`config.mk`:
```
export PLATFORM = sky130hd
export DESIGN_NAME = cla_pipe_adder_flat
export DESIGN_NICKNAME = d
export VERILOG_FILES = /design/src/rtl/cla_pipe_adder_if.sv /design/src/rtl/cla_pipe_adder.sv /design/src/flat_wrapper.sv
export SDC_FILE = /design/constraint.sdc
export NUM_CORES = 1
export LEC_CHECK = 0
export BUFFER_PORTS_ARGS = -buffer_cell sky130_fd_sc_hd__buf_2
export CAP_MARGIN = 10
export CORE_AREA = 2 2 109 111
export DETAILED_ROUTE_END_ITERATION = 8
export DIE_AREA = 0 0 111 113
export PLACE_DENSITY = 0.65
export SLEW_MARGIN = 20
export SYNTH_ARGS = -nofsm -noshare
export SYNTH_HDL_FRONTEND = slang
export SYNTH_SLANG_ARGS = --single-unit
```
`constraint.sdc`:
```
create_clock -name clock -period 4.1 [get_ports clock]
set_input_delay 0.41 -clock clock [delete_from_list [all_inputs] [get_ports clock]]
set_output_delay 0.41 -clock clock [all_outputs]
set_load 0.01 [all_outputs]
```
`src/rtl/cla_pipe_adder_if.sv`:
```
// Valid/ready operand and result bundle for cla_pipe_adder.
// The producer/consumer side uses master; the adder itself uses slave.
interface cla_pipe_adder_if #(
  parameter int WIDTH = 16
);
  logic             in_valid;
  logic             in_ready;
  logic [WIDTH-1:0] a;
  logic [WIDTH-1:0] b;
  logic             cin;
  logic             sub;
  logic             out_valid;
  logic             out_ready;
  logic [WIDTH-1:0] sum;
  logic             cout;
  logic             overflow;
  logic             zero;

  modport master (
    output in_valid, a, b, cin, sub, out_ready,
    input  in_ready, out_valid, sum, cout, overflow, zero
  );

  modport slave (
    input  in_valid, a, b, cin, sub, out_ready,
    output in_ready, out_valid, sum, cout, overflow, zero
  );
endinterface

```
`src/rtl/cla_pipe_adder.sv`:
```
// Pipelined carry-lookahead adder/subtractor: one GROUP-bit lookahead group per stage,
// group carry registered between stages, whole pipe stalls together under backpressure.
module cla_pipe_adder #(
  parameter int WIDTH = 16,
  parameter int GROUP = 4
) (
  input logic             clock,
  input logic             reset,
  cla_pipe_adder_if.slave bus
);
  localparam int NG = WIDTH / GROUP;
  localparam logic [WIDTH-1:0] GMASK = WIDTH'({GROUP{1'b1}});

  // Full lookahead inside one group: every carry is a flat sum of generate/propagate terms.
  function automatic logic [GROUP:0] cla_group(input logic [GROUP-1:0] x,
                                               input logic [GROUP-1:0] y,
                                               input logic             c0);
    logic [GROUP-1:0] p;
    logic [GROUP-1:0] g;
    logic [GROUP:0]   c;
    logic             t;
    p    = x ^ y;
    g    = x & y;
    c    = {(GROUP+1){1'b0}};
    c[0] = c0;
    for (int i = 0; i < GROUP; i++) begin
      t = c0;
      for (int j = 0; j <= i; j++) t = t & p[j];
      c[i+1] = t;
      for (int j = 0; j <= i; j++) begin
        t = g[j];
        for (int k = j + 1; k <= i; k++) t = t & p[k];
        c[i+1] = c[i+1] | t;
      end
    end
    return {c[GROUP], p ^ c[GROUP-1:0]};
  endfunction

  logic                 adv_s;
  logic [NG-1:0]        vld_r;
  logic [NG-1:0]        cry_r;
  logic [WIDTH-1:0]     opa_r  [NG];
  logic [WIDTH-1:0]     opb_r  [NG];
  logic [WIDTH-1:0]     sum_r  [NG];
  logic                 sa_r   [NG];
  logic                 sb_r   [NG];
  logic                 ovf_r;
  logic                 zero_r;

  logic [WIDTH-1:0]     opa_s  [NG];
  logic [WIDTH-1:0]     opb_s  [NG];
  logic [WIDTH-1:0]     sumi_s [NG];
  logic [WIDTH-1:0]     sumo_s [NG];
  logic                 ci_s   [NG];
  logic                 sa_s   [NG];
  logic                 sb_s   [NG];
  logic [GROUP:0]       grp_s  [NG];
  logic                 ovf_s;
  logic                 zero_s;

  // Stage 0 folds subtract into inverted b and inverted carry-in; later stages read the previous registers.
  for (genvar k = 0; k < NG; k++) begin : g_stage
    if (k == 0) begin : g_src
      assign opa_s[k]  = bus.a;
      assign opb_s[k]  = bus.sub ? ~bus.b : bus.b;
      assign ci_s[k]   = bus.sub ^ bus.cin;
      assign sumi_s[k] = {WIDTH{1'b0}};
      assign sa_s[k]   = bus.a[WIDTH-1];
      assign sb_s[k]   = opb_s[k][WIDTH-1];
    end else begin : g_src
      assign opa_s[k]  = opa_r[k-1];
      assign opb_s[k]  = opb_r[k-1];
      assign ci_s[k]   = cry_r[k-1];
      assign sumi_s[k] = sum_r[k-1];
      assign sa_s[k]   = sa_r[k-1];
      assign sb_s[k]   = sb_r[k-1];
    end
    assign grp_s[k]  = cla_group(opa_s[k][k*GROUP +: GROUP], opb_s[k][k*GROUP +: GROUP], ci_s[k]);
    assign sumo_s[k] = (sumi_s[k] & ~(GMASK << (k*GROUP)))
                     | (WIDTH'(grp_s[k][GROUP-1:0]) << (k*GROUP));
  end

  // Flags are resolved as the last group lands so they are registered with the sum.
  always_comb begin
    zero_s = ~|sumo_s[NG-1];
    ovf_s  = (sa_s[NG-1] == sb_s[NG-1]) & (sumo_s[NG-1][WIDTH-1] != sa_s[NG-1]);
  end

  assign adv_s        = ~vld_r[NG-1] | bus.out_ready;
  assign bus.in_ready = adv_s;

  // Pipeline registers: everything shifts one stage on advance and holds otherwise.
  always_ff @(posedge clock or posedge reset) begin
    if (reset) begin
      vld_r  <= {NG{1'b0}};
      cry_r  <= {NG{1'b0}};
      ovf_r  <= 1'b0;
      zero_r <= 1'b0;
      for (int k = 0; k < NG; k++) begin
        opa_r[k] <= {WIDTH{1'b0}};
        opb_r[k] <= {WIDTH{1'b0}};
        sum_r[k] <= {WIDTH{1'b0}};
        sa_r[k]  <= 1'b0;
        sb_r[k]  <= 1'b0;
      end
    end else if (adv_s) begin
      vld_r[0] <= bus.in_valid;
      for (int k = 1; k < NG; k++) vld_r[k] <= vld_r[k-1];
      for (int k = 0; k < NG; k++) begin
        opa_r[k] <= opa_s[k];
        opb_r[k] <= opb_s[k];
        sum_r[k] <= sumo_s[k];
        cry_r[k] <= grp_s[k][GROUP];
        sa_r[k]  <= sa_s[k];
        sb_r[k]  <= sb_s[k];
      end
      ovf_r  <= ovf_s;
      zero_r <= zero_s;
    end
  end

  assign bus.out_valid = vld_r[NG-1];
  assign bus.sum       = sum_r[NG-1];
  assign bus.cout      = cry_r[NG-1];
  assign bus.overflow  = ovf_r;
  assign bus.zero      = zero_r;
endmodule

```
`src/flat_wrapper.sv`:
```
// flat-port wrapper written by rule: the top's interface ports become plain ports
module cla_pipe_adder_flat 
#(
  parameter int WIDTH = 16,
  parameter int GROUP = 4
)
  (clock, reset, bus_in_valid, bus_a, bus_b, bus_cin, bus_sub, bus_out_ready, bus_in_ready, bus_out_valid, bus_sum, bus_cout, bus_overflow, bus_zero);
  cla_pipe_adder_if #(.WIDTH(WIDTH)) bus_i ();
  input logic clock;
  input logic reset;
  input wire logic [$bits(bus_i.in_valid)-1:0] bus_in_valid;
  input wire logic [$bits(bus_i.a)-1:0] bus_a;
  input wire logic [$bits(bus_i.b)-1:0] bus_b;
  input wire logic [$bits(bus_i.cin)-1:0] bus_cin;
  input wire logic [$bits(bus_i.sub)-1:0] bus_sub;
  input wire logic [$bits(bus_i.out_ready)-1:0] bus_out_ready;
  output wire logic [$bits(bus_i.in_ready)-1:0] bus_in_ready;
  output wire logic [$bits(bus_i.out_valid)-1:0] bus_out_valid;
  output wire logic [$bits(bus_i.sum)-1:0] bus_sum;
  output wire logic [$bits(bus_i.cout)-1:0] bus_cout;
  output wire logic [$bits(bus_i.overflow)-1:0] bus_overflow;
  output wire logic [$bits(bus_i.zero)-1:0] bus_zero;
  assign bus_i.in_valid = bus_in_valid;
  assign bus_i.a = bus_a;
  assign bus_i.b = bus_b;
  assign bus_i.cin = bus_cin;
  assign bus_i.sub = bus_sub;
  assign bus_i.out_ready = bus_out_ready;
  assign bus_in_ready = bus_i.in_ready;
  assign bus_out_valid = bus_i.out_valid;
  assign bus_sum = bus_i.sum;
  assign bus_cout = bus_i.cout;
  assign bus_overflow = bus_i.overflow;
  assign bus_zero = bus_i.zero;
  cla_pipe_adder #(.WIDTH(WIDTH), .GROUP(GROUP)) u_core (.clock(clock), .reset(reset), .bus(bus_i));
endmodule
```
==> results.sh <==
export IMPL_outcome="completed"
export IMPL_cts_setup_buffers=0
export IMPL_grt_pass1_vias=3007
export IMPL_core_area_mm2=0.01127
export IMPL_final_cell_mix="223 x nand2_1, 98 x dfrtp_1, 58 x buf_2"
export IMPL_ios=59
export IMPL_max_slew_margin_pct=47.65
export IMPL_p_clk_share_pct=20.7
export IMPL_clockRootBuffer="clkbuf_16"
export IMPL_clkTransAtPathRegs_ps=60
export IMPL_fin_cells=659
export IMPL_synth_compound_gate_area_share_pct=6.269
export IMPL_dr_pass1_iters=4
export IMPL_max_slew_worst_pin_slew_ps=785.3
export IMPL_gp_congestion=0.7376
export IMPL_seqPwrFrac_pct=45.2
export IMPL_power_share_combinational_pct=34.1
export IMPL_min_period_ps=2079
export IMPL_p_switching_mw=1.307
export IMPL_grt_max_degree=120
export IMPL_grt_pass1_wl_mm=13.72
export IMPL_nNetsFinal=573
export IMPL_cp_arrival_ps=2300
export IMPL_reg2regPathDepth=6
export IMPL_antenna_left=0
export IMPL_die_area_mm2=0.01254
export IMPL_synth_seq_area_share_pct=54.61
export IMPL_hold_viol=0
export IMPL_end_kind="register"
export IMPL_post_dp_cell_area_mm2=0.004742
export IMPL_fin_skew_ps=5.865
export IMPL_synthAdderAreaFrac_pct=7.356
export IMPL_cts_tree="yes"
export IMPL_yosys_area_share_xor_xnor_pct=4.681
export IMPL_antenna_cells=0
export IMPL_syn_to_final_growth_pct=11.62
export IMPL_rsz0062_at_grt="false"
export IMPL_start_util_pct=39.84
export IMPL_vias_per_cell=4.666
export IMPL_wl_mm=7.741
export IMPL_crit_type="in2reg"
export IMPL_irDropWorstVdd_uv=273.3
export IMPL_crit_required_ps=4320
export IMPL_die_h_um=113
export IMPL_portBuffers=58
export IMPL_holdBufCountCts=0
export IMPL_drtIter0Drc=151
export IMPL_wl_per_cell_um=11.75
export IMPL_dp_cells=643
export IMPL_yosysWarnings=0
export IMPL_fin_crit_sh_pct=50.72
export IMPL_antenna_found_initial=0
export IMPL_power_leakage_nw=2.559
export IMPL_power_internal_mw=2.364
export IMPL_cts_repair_resized=0
export IMPL_synth_area_per_cell_um2=9.394
export IMPL_final_common_cell="nand2_1"
export IMPL_synth_cells=478
export IMPL_sw_frac_of_total_pct=35.61
export IMPL_finish_utilization_pct=44.47
export IMPL_clock_sinks=98
export IMPL_cp_max_fo=17
export IMPL_synth_area_mux_share_pct=0
export IMPL_cts_inserted_buffers=9
export IMPL_ys_seq_elements=98
export IMPL_rows=39
export IMPL_maxCapViolations=0
export IMPL_cts_buffer_depth=2
export IMPL_fmax_mhz=480.9
export IMPL_num_vias=3075
export IMPL_powerDensity_mw_per_mm2=732.5
export IMPL_synth_distinct_cells=23
export IMPL_die_x_um=111
export IMPL_yosys_area_share_simple_pct=21.15
export IMPL_drive_above_1_share_pct=14.73
export IMPL_synth_top_family_by_area="simple AND/OR/NAND/NOR gates"
export IMPL_worstSkewPairLatency_ps=340
export IMPL_hpwl_mm=5.287
export IMPL_setup_violations_final=0
export IMPL_drc=0
export IMPL_hold_class="in2async"
export IMPL_synth_fp_nets=540
export IMPL_overflow=0
export IMPL_finalMaxSlewViolations=0
export IMPL_syn_area_mm2=0.004491
export IMPL_grt_usage_pct=13.49
export IMPL_final_area_mm2=0.005012
export IMPL_h_tree_depth=3
export IMPL_cp_start_kind="input pin"
export IMPL_fin_tns_setup_ps=0
export IMPL_rrSetupSlack_ps=2220
-- flip-flops by register name, indices dropped and copies added (netlist names) --
signal and flops:
u_core.sum_r 24, u_core.opa_r 21, u_core.opb_r 21, u_core.bus.sum 16
u_core.cry_r 4, u_core.vld_r 4, u_core.sa_r 3, u_core.sb_r 3
u_core.bus.overflow 1, u_core.bus.zero 1
-- worst max-delay path, stage by stage --
cell	delay, ps
buf_2	370
xor2_1	240
ha_1	270
ha_1	200
o21a_1	190
o21a_1	190
o21a_1	190
o31a_1	230
-- per-layer routing --
layer | routed length (um) | global-route usage [%] | vias to the layer above
li1 | - | - | 1566
met3 | 280 | 3.053 | 10
met2 | 3565 | 21.80 | 49
met1 | 3731 | 17.46 | 1450
met5 | 0 | 0 | -
met4 | 164 | 6.250 | 0
-- metrics by stage --
step	hold WS, ps	total power, mW	setup slack, ps
finish	219.4	3.672	2021
detailed placement	446.7	2.954	1640
CTS	253.2	3.727	1997
global placement	443.2	2.893	1734
global route	270.6	4.006	1885
floorplan	430.0	2.713	1128
-- layout make-up --
type                       count  area [um2]
fill                        1114        6260
sequential                    98        2452
multi-input combinational    336        1777
timing repair buffer          61       316.6
clock buffer                  14       254.0
tap                          143       178.9
inverter                       5       21.27
clock inverter                 2       12.51
-- worst paths after layout --
| check | start | end |
|---|---|---|
| worst min-delay path | reset | u_core.bus.sum[10]$_DFFE_PP0P_ |
| min in group clock | bus_a[6] | u_core.opa_r[54]$_DFFE_PP0P_ |
| worst min register to register | u_core.vld_r[2]$_DFFE_PP0P_ | u_core.vld_r[3]$_DFFE_PP0P_ |
| worst max-delay path | bus_sub | u_core.cry_r[0]$_DFFE_PP0P_ |
| worst max register to register | u_core.opb_r[40]$_DFFE_PP0P_ | u_core.cry_r[2]$_DFFE_PP0P_ |
| max in group asynchronous | reset | u_core.bus.sum[14]$_DFFE_PP0P_ |
-- power by group through the flow --
stage          clock [mW]  sequential [mW]  combinational (mW)
2_1_floorplan           0             1.61                1.10
3_3_place_gp            0             1.67                1.23
3_5_place_dp            0             1.68                1.27
4_1_cts             0.781             1.67                1.28
5_1_grt             0.820             1.72                1.47
6_report            0.759             1.66                1.25
-- cells in the mapped netlist --
cell	n	share of area, %
nand2b_1	5	0.70
nor3_1	7	0.78
nor2_1	5	0.42
o31a_1	3	0.59
ha_1	20	5.6
buf_4	23	3.8
nand4_1	1	0.14
a32o_1	1	0.22
buf_2	12	1.3
a21oi_1	5	0.56
xnor2_1	18	3.5
o21a_1	10	1.7
nand2_1	223	19
o21ai_0	17	1.9
xor2_1	6	1.2
clkbuf_1	4	0.33
fa_1	4	1.8
o211ai_1	1	0.17
inv_1	5	0.42
nor2b_2	1	0.20
o31ai_1	7	1.2
dfrtp_1	98	55
nor4_1	2	0.28
-- kinds of logic after synthesis --
group           count (synthesis)
simple gates                  244
flops                          98
compound gates                 44
buf+inv                        44
xor+xnor                       24
fa+ha+maj                      24
Power figures use the tool's default switching activity.
